$ cat src/rtl/prio_fifo_sched_if.sv
// Scheduler bus: per-priority FIFO heads with their pop strobes, plus the
// registered valid/ready word stream toward the SRAM write path.
interface prio_fifo_sched_if #(
    parameter int DATA_W   = 16,
    parameter int NUM_PRIO = 8
);
    logic [NUM_PRIO-1:0]        fifo_ready;
    logic [NUM_PRIO-1:0]        fifo_sop;
    logic [NUM_PRIO-1:0]        fifo_eop;
    logic [NUM_PRIO*DATA_W-1:0] fifo_data;
    logic [NUM_PRIO-1:0]        next_data;
    logic                       out_vld;
    logic                       out_ready;
    logic                       out_sop;
    logic                       out_eop;
    logic [DATA_W-1:0]          out_data;
    logic [2:0]                 out_prio;

    modport master (
        input  fifo_ready, fifo_sop, fifo_eop, fifo_data, out_ready,
        output next_data, out_vld, out_sop, out_eop, out_data, out_prio
    );

    modport slave (
        output fifo_ready, fifo_sop, fifo_eop, fifo_data, out_ready,
        input  next_data, out_vld, out_sop, out_eop, out_data, out_prio
    );
endinterface

$ cat src/rtl/prio_fifo_sched.sv
// Egress scheduler: strict-priority packet selection with an aging boost,
// word-by-word pop of the granted FIFO into a one-stage registered output.
module prio_fifo_sched #(
    parameter int DATA_W       = 16,
    parameter int NUM_PRIO     = 8,
    parameter int STARVE_LIMIT = 15
) (
    input  logic              clk,
    input  logic              rst,
    prio_fifo_sched_if.master bus,
    output logic              sop_err
);
    localparam int CNT_W  = $clog2(STARVE_LIMIT + 1);
    localparam int PRIO_W = (NUM_PRIO > 1) ? $clog2(NUM_PRIO) : 1;
    localparam logic [CNT_W-1:0] LIMIT = CNT_W'(STARVE_LIMIT);

    typedef enum logic {IDLE, XFER} state_t;

    state_t            state;
    logic [PRIO_W-1:0] grant;
    logic [CNT_W-1:0]  wait_cnt [NUM_PRIO];

    logic [PRIO_W-1:0] aged_idx;
    logic [PRIO_W-1:0] ready_idx;
    logic              any_aged;
    logic              any_ready;
    logic [PRIO_W-1:0] win;
    logic [PRIO_W-1:0] sel;
    logic              head_sop;
    logic              head_eop;
    logic [DATA_W-1:0] head_data;
    logic              pop;
    logic              orphan;
    logic              start;

    // Scanning from the top down leaves the lowest ready index in each class.
    always_comb begin
        aged_idx  = '0;
        ready_idx = '0;
        any_aged  = 1'b0;
        any_ready = 1'b0;
        for (int i = NUM_PRIO - 1; i >= 0; i--) begin
            if (bus.fifo_ready[i]) begin
                ready_idx = PRIO_W'(i);
                any_ready = 1'b1;
                if (wait_cnt[i] >= LIMIT) begin
                    aged_idx = PRIO_W'(i);
                    any_aged = 1'b1;
                end
            end
        end
    end

    assign win       = any_aged ? aged_idx : ready_idx;
    assign sel       = (state == XFER) ? grant : win;
    assign head_sop  = bus.fifo_sop[sel];
    assign head_eop  = bus.fifo_eop[sel];
    assign head_data = bus.fifo_data[int'(sel) * DATA_W +: DATA_W];

    assign pop    = rst && (state == XFER) && bus.fifo_ready[grant]
                    && (!bus.out_vld || bus.out_ready);
    assign orphan = rst && (state == IDLE) && any_ready && !head_sop;
    assign start  = (state == IDLE) && any_ready && head_sop;

    always_comb begin
        bus.next_data = '0;
        if (pop) begin
            bus.next_data[grant] = 1'b1;
        end else if (orphan) begin
            bus.next_data[win] = 1'b1;
        end
    end

    always_ff @(posedge clk or negedge rst) begin
        if (!rst) begin
            state        <= IDLE;
            grant        <= '0;
            for (int j = 0; j < NUM_PRIO; j++) begin
                wait_cnt[j] <= '0;
            end
            bus.out_vld  <= 1'b0;
            bus.out_sop  <= 1'b0;
            bus.out_eop  <= 1'b0;
            bus.out_data <= '0;
            bus.out_prio <= '0;
            sop_err      <= 1'b0;
        end else begin
            if (pop) begin
                bus.out_vld  <= 1'b1;
                bus.out_sop  <= head_sop;
                bus.out_eop  <= head_eop;
                bus.out_data <= head_data;
                bus.out_prio <= 3'(grant);
            end else if (bus.out_ready) begin
                bus.out_vld  <= 1'b0;
            end

            case (state)
                IDLE: begin
                    if (start) begin
                        grant <= win;
                        state <= XFER;
                        // Queues left waiting age toward the boost; the winner starts over.
                        for (int j = 0; j < NUM_PRIO; j++) begin
                            if (PRIO_W'(j) == win) begin
                                wait_cnt[j] <= '0;
                            end else if (bus.fifo_ready[j] && wait_cnt[j] < LIMIT) begin
                                wait_cnt[j] <= wait_cnt[j] + CNT_W'(1);
                            end
                        end
                    end else if (orphan) begin
                        sop_err <= 1'b1;
                    end
                end
                XFER: begin
                    if (pop && head_eop) begin
                        state <= IDLE;
                    end
                end
                default: state <= IDLE;
            endcase
        end
    end
endmodule

$ cat src/flat_wrapper.sv
// flat-port wrapper written by rule: the top's interface ports become plain ports
module prio_fifo_sched_flat 
#(
    parameter int DATA_W       = 16,
    parameter int NUM_PRIO     = 8,
    parameter int STARVE_LIMIT = 15
)
  (clk, rst, sop_err, bus_fifo_ready, bus_fifo_sop, bus_fifo_eop, bus_fifo_data, bus_out_ready, bus_next_data, bus_out_vld, bus_out_sop, bus_out_eop, bus_out_data, bus_out_prio);
  prio_fifo_sched_if #(.DATA_W(DATA_W), .NUM_PRIO(NUM_PRIO)) bus_i ();
  input  logic clk;
  input  logic rst;
  output logic sop_err;
  input wire logic [$bits(bus_i.fifo_ready)-1:0] bus_fifo_ready;
  input wire logic [$bits(bus_i.fifo_sop)-1:0] bus_fifo_sop;
  input wire logic [$bits(bus_i.fifo_eop)-1:0] bus_fifo_eop;
  input wire logic [$bits(bus_i.fifo_data)-1:0] bus_fifo_data;
  input wire logic [$bits(bus_i.out_ready)-1:0] bus_out_ready;
  output wire logic [$bits(bus_i.next_data)-1:0] bus_next_data;
  output wire logic [$bits(bus_i.out_vld)-1:0] bus_out_vld;
  output wire logic [$bits(bus_i.out_sop)-1:0] bus_out_sop;
  output wire logic [$bits(bus_i.out_eop)-1:0] bus_out_eop;
  output wire logic [$bits(bus_i.out_data)-1:0] bus_out_data;
  output wire logic [$bits(bus_i.out_prio)-1:0] bus_out_prio;
  assign bus_i.fifo_ready = bus_fifo_ready;
  assign bus_i.fifo_sop = bus_fifo_sop;
  assign bus_i.fifo_eop = bus_fifo_eop;
  assign bus_i.fifo_data = bus_fifo_data;
  assign bus_i.out_ready = bus_out_ready;
  assign bus_next_data = bus_i.next_data;
  assign bus_out_vld = bus_i.out_vld;
  assign bus_out_sop = bus_i.out_sop;
  assign bus_out_eop = bus_i.out_eop;
  assign bus_out_data = bus_i.out_data;
  assign bus_out_prio = bus_i.out_prio;
  prio_fifo_sched #(.DATA_W(DATA_W), .NUM_PRIO(NUM_PRIO), .STARVE_LIMIT(STARVE_LIMIT)) u_core (.clk(clk), .rst(rst), .bus(bus_i), .sop_err(sop_err));
endmodule
$ cat config.mk
export PLATFORM = sky130hd
export DESIGN_NAME = prio_fifo_sched_flat
export DESIGN_NICKNAME = d
export VERILOG_FILES = /design/src/rtl/prio_fifo_sched_if.sv /design/src/rtl/prio_fifo_sched.sv /design/src/flat_wrapper.sv
export SDC_FILE = /design/constraint.sdc
export NUM_CORES = 1
export LEC_CHECK = 0
export ABC_AREA = 0
export CORE_UTILIZATION = 30
export CTS_BUF_LIST = sky130_fd_sc_hd__clkbuf_2
export CTS_CLUSTER_DIAMETER = 120
export DETAILED_ROUTE_END_ITERATION = 16
export HOLD_SLACK_MARGIN = 0.12
export PLACE_DENSITY = 0.7
export SETUP_SLACK_MARGIN = 0.05
export SYNTH_ARGS = -nofsm -noshare
export SYNTH_HDL_FRONTEND = slang
export SYNTH_SLANG_ARGS = --single-unit
$ cat constraint.sdc
create_clock -name clk -period 4 [get_ports clk]
set_input_delay 0.4 -clock clk [delete_from_list [all_inputs] [get_ports clk]]
set_output_delay 0.4 -clock clk [all_outputs]
set_load 0.005 [all_outputs]
==> metrics.yaml <==
result_of_the_run: "finished with violations"
failing_checks: "setup timing"
layout.cells.non_filler: 1026
cp.required_ns: 3.60
vias_post_dr: 5546
std_cell_rows: 47
worst_clock_skew_ns: 0.0271
critical_path.startpoint: "u_core.wait_cnt[4]"
first_global_vias: 5409
end_kind: "primary output"
r2r_end: "u_core.wait_cnt[6]"
postRouteWirelength_um: 18100
postLayoutCoreUtil: 0.467
final_layout_size_suffix_gt1_frac: 0.204
placed_area_um2: 7340
finalSetupTns_ns: -0.00561
cts_sinks: 59
vias_per_cell: 5.41
p_total_mw: 4.33
drtAntennaViolNets: 0
dp_slack_ns: 0.00938
reg2reg_depth: 12
setup_viol_count_final: 1
place.detailed.instances: 982
rsz0062_at_grt: "true"
io_pins: 186
cts_buffers: 9
grt_overflow: 0
synth_enable_flop_cells: 0
post_synth_inst_count: 581
post_drt_wl_per_cell_um: 17.6
async_flop_share: 1.00
worst_pin_slew_ns: 0.818
fin_ws_ns: -0.00561
cts_root_buf: "clkbuf_2"
seq_area_frac_synth: 0.290
globalplace.congestion: 0.930
synth_ff_type: "dfrtp_1"
grt_start_max_net_pins: 69
core_area_um2: 16600
grtUsageTotal: 0.208
ctsHtreeMaxLevel: 3
clkSlewWorstSetupHoldPaths_ns: 0.20
synthesis.area_um2: 5080
synth.net_count: 744
hold_path.class: "input port to flip-flop"
drt-pass1-iter-count: 5
timing_max_transition_violations_final: 0
power-per-cell-area_nw_per_um2: 559
port_buffers: 185
timing.critical_path.from_type: "flip-flop"
first_iter_violations: 416
clock.fmax_ghz: 0.250
yosys.cell_types.count: 60
grt_antenna_before_repair: 1
highest_fanout_seen_on_the_critical_path: 4
layout_min_cycle_time_ns: 4.01
crit-reg2reg-launch: "u_core.wait_cnt[4]"
worst-setup-path-type: "flip-flop to primary output"
hpwl_um: 13600
fp.dieArea_um2: 17500
ys_warn_count: 0
vdd_ir_drop_max_uv: 372
synth_seq_cells: 59
syn_avg_cell_area_um2: 8.75
flow.area_growth_from_synthesis_pct: 52.4
worst-r2r-setup-slack_ns: 0.34
layout_worst_path_cycle_share: 1.00
timing.max_slew.rel_slack: 0.455
cts_tree: "done"
die_w_um: 132
post-route-cell-area_um2: 7740
max_cap_viol_count: 0
highest_count_cells_in_the_layout_ignoring_fill_and_taps: "176 x clkdlybuf4s50_1, 64 x buf_4, 59 x dfrtp_1"
chipHeight_um: 132
effective_utilization_at_floorplan: 0.306
crit_path_end: "bus_next_data[2]"
report.final.hold_viol_count: 0
wire_length_of_the_first_global_routing_pass_um: 28200
whs_ns: 0.402
layout.nets: 963
clock_insertion_delay_worst_skew_ns: 0.55
layout_commonest_cell: "clkdlybuf4s50_1"
power_leakage_nw: 3.06
cts_buffer_depth: 2
drc: 0
crit_arrival_ns: 3.61
[synthesized netlist by cell type, drive strengths merged (4+ instances only)]
cell    number  area [um^2]
and2         6         37.5
a41o         4         40.0
mux2        36          405
clkbuf      23         86.3
a21o         6         45.0
nand4       11         75.1
o211ai      33          248
nand2       61          229
or3          7         43.8
nand3b       6         45.0
dfrtp       59         1480
nor2        33          124
and3         5         31.3
o32ai        5         43.8
a221oi       8          120
o21ai       35          175
nand2b       7         51.3
nor2b        4         25.0
o22ai        7         43.8
buf         23          144
o31ai       13         97.6
inv         28          105
ha           8          100
a21oi        8         40.0
mux2i       37          370
o41ai       17          179
a31oi       28          175
nand3       17         85.1
nor3        14         70.1
nor4         4         40.0
[report_power, final]
| group | switching, mW | total, mW | internal (mW) |
|---|---|---|---|
| sequential | 0.257 | 1.09 | 0.829 |
| clock | 0.241 | 0.441 | 0.200 |
| combinational | 1.45 | 2.81 | 1.35 |
| total | 1.95 | 4.33 | 2.38 |
[cell families (layout without fill, tap and decap cells)]
group                    after synthesis  in the layout  synth area share
AO/OA/AOI/OAI                        182            182             0.280
AND/OR/NAND/NOR                      183            183             0.182
adder cells (fa/ha/maj)                8              8            0.0197
other                                  0              1                 0
buffers and inverters                 74            298            0.0660
flip-flops                            59             59             0.290
multiplexers                          75             75             0.161
[area by class of cell]
class,instances,area [um^2]
clock inverters,7,82.6
clock buffers,9,45.0
fillers,1625,8840
flip-flops and latches,59,1480
well taps,220,275
inverters,28,105
repair buffers,254,2380
diodes,1,2.50
multi-input cells,448,3380
[what timing repair did]
item / in CTS / in global routing
setup endpoints to repair: 8 / 8
setup buffers: 20 / 6
endpoints found under the hold margin: 59 / 0
hold buffers: 1 / 0
resized for setup: 22 / 23
pin swaps: 11 / 10
[worst max-delay path: stages, from the launching register on]
cell	delay, ns
dfrtp_1	0.42
ha_2	0.20
and4_4	0.20
nand2b_4	0.16
buf_12	0.13
a311oi_4	0.31
nor3_1	0.11
a221o_1	0.34
o2111a_1	0.30
o311ai_2	0.32
buf_4	0.22
buf_4	0.14
o32ai_1	0.08
clkbuf_2	0.14
[worst min path at each step]
stage,start,to,slack (ns),cells past startpoint
6_report,bus_out_ready,u_core.bus.out_vld,0.40,2
5_1_grt,bus_out_ready,u_core.bus.out_vld,0.39,2
3_5_place_dp,u_core.sop_err,u_core.sop_err,0.48,1
2_1_floorplan,rst,u_core.bus.out_data[0],0.10,0
4_1_cts,bus_out_ready,u_core.bus.out_vld,0.37,2
3_3_place_gp,u_core.bus.out_sop,u_core.bus.out_sop,0.48,2
[routing by layer]
layer  global-route usage  vias up  share of wire
met2                0.364      245           0.50
met3               0.0515       37          0.074
met1                0.239     2595           0.39
met5                    0        -              0
met4               0.0891        0          0.032
li1                     -     2669              -
[registers in the layout (all words and copies together), names as in the netlist]
register and cells:
u_core.sop_err 1, u_core.bus.out_vld 1, u_core.bus.out_prio 3, u_core.grant 3
u_core.state 1, u_core.bus.out_sop 1, u_core.bus.out_eop 1, u_core.bus.out_data 16
u_core.wait_cnt 32
(Power assumes the default switching activity.)
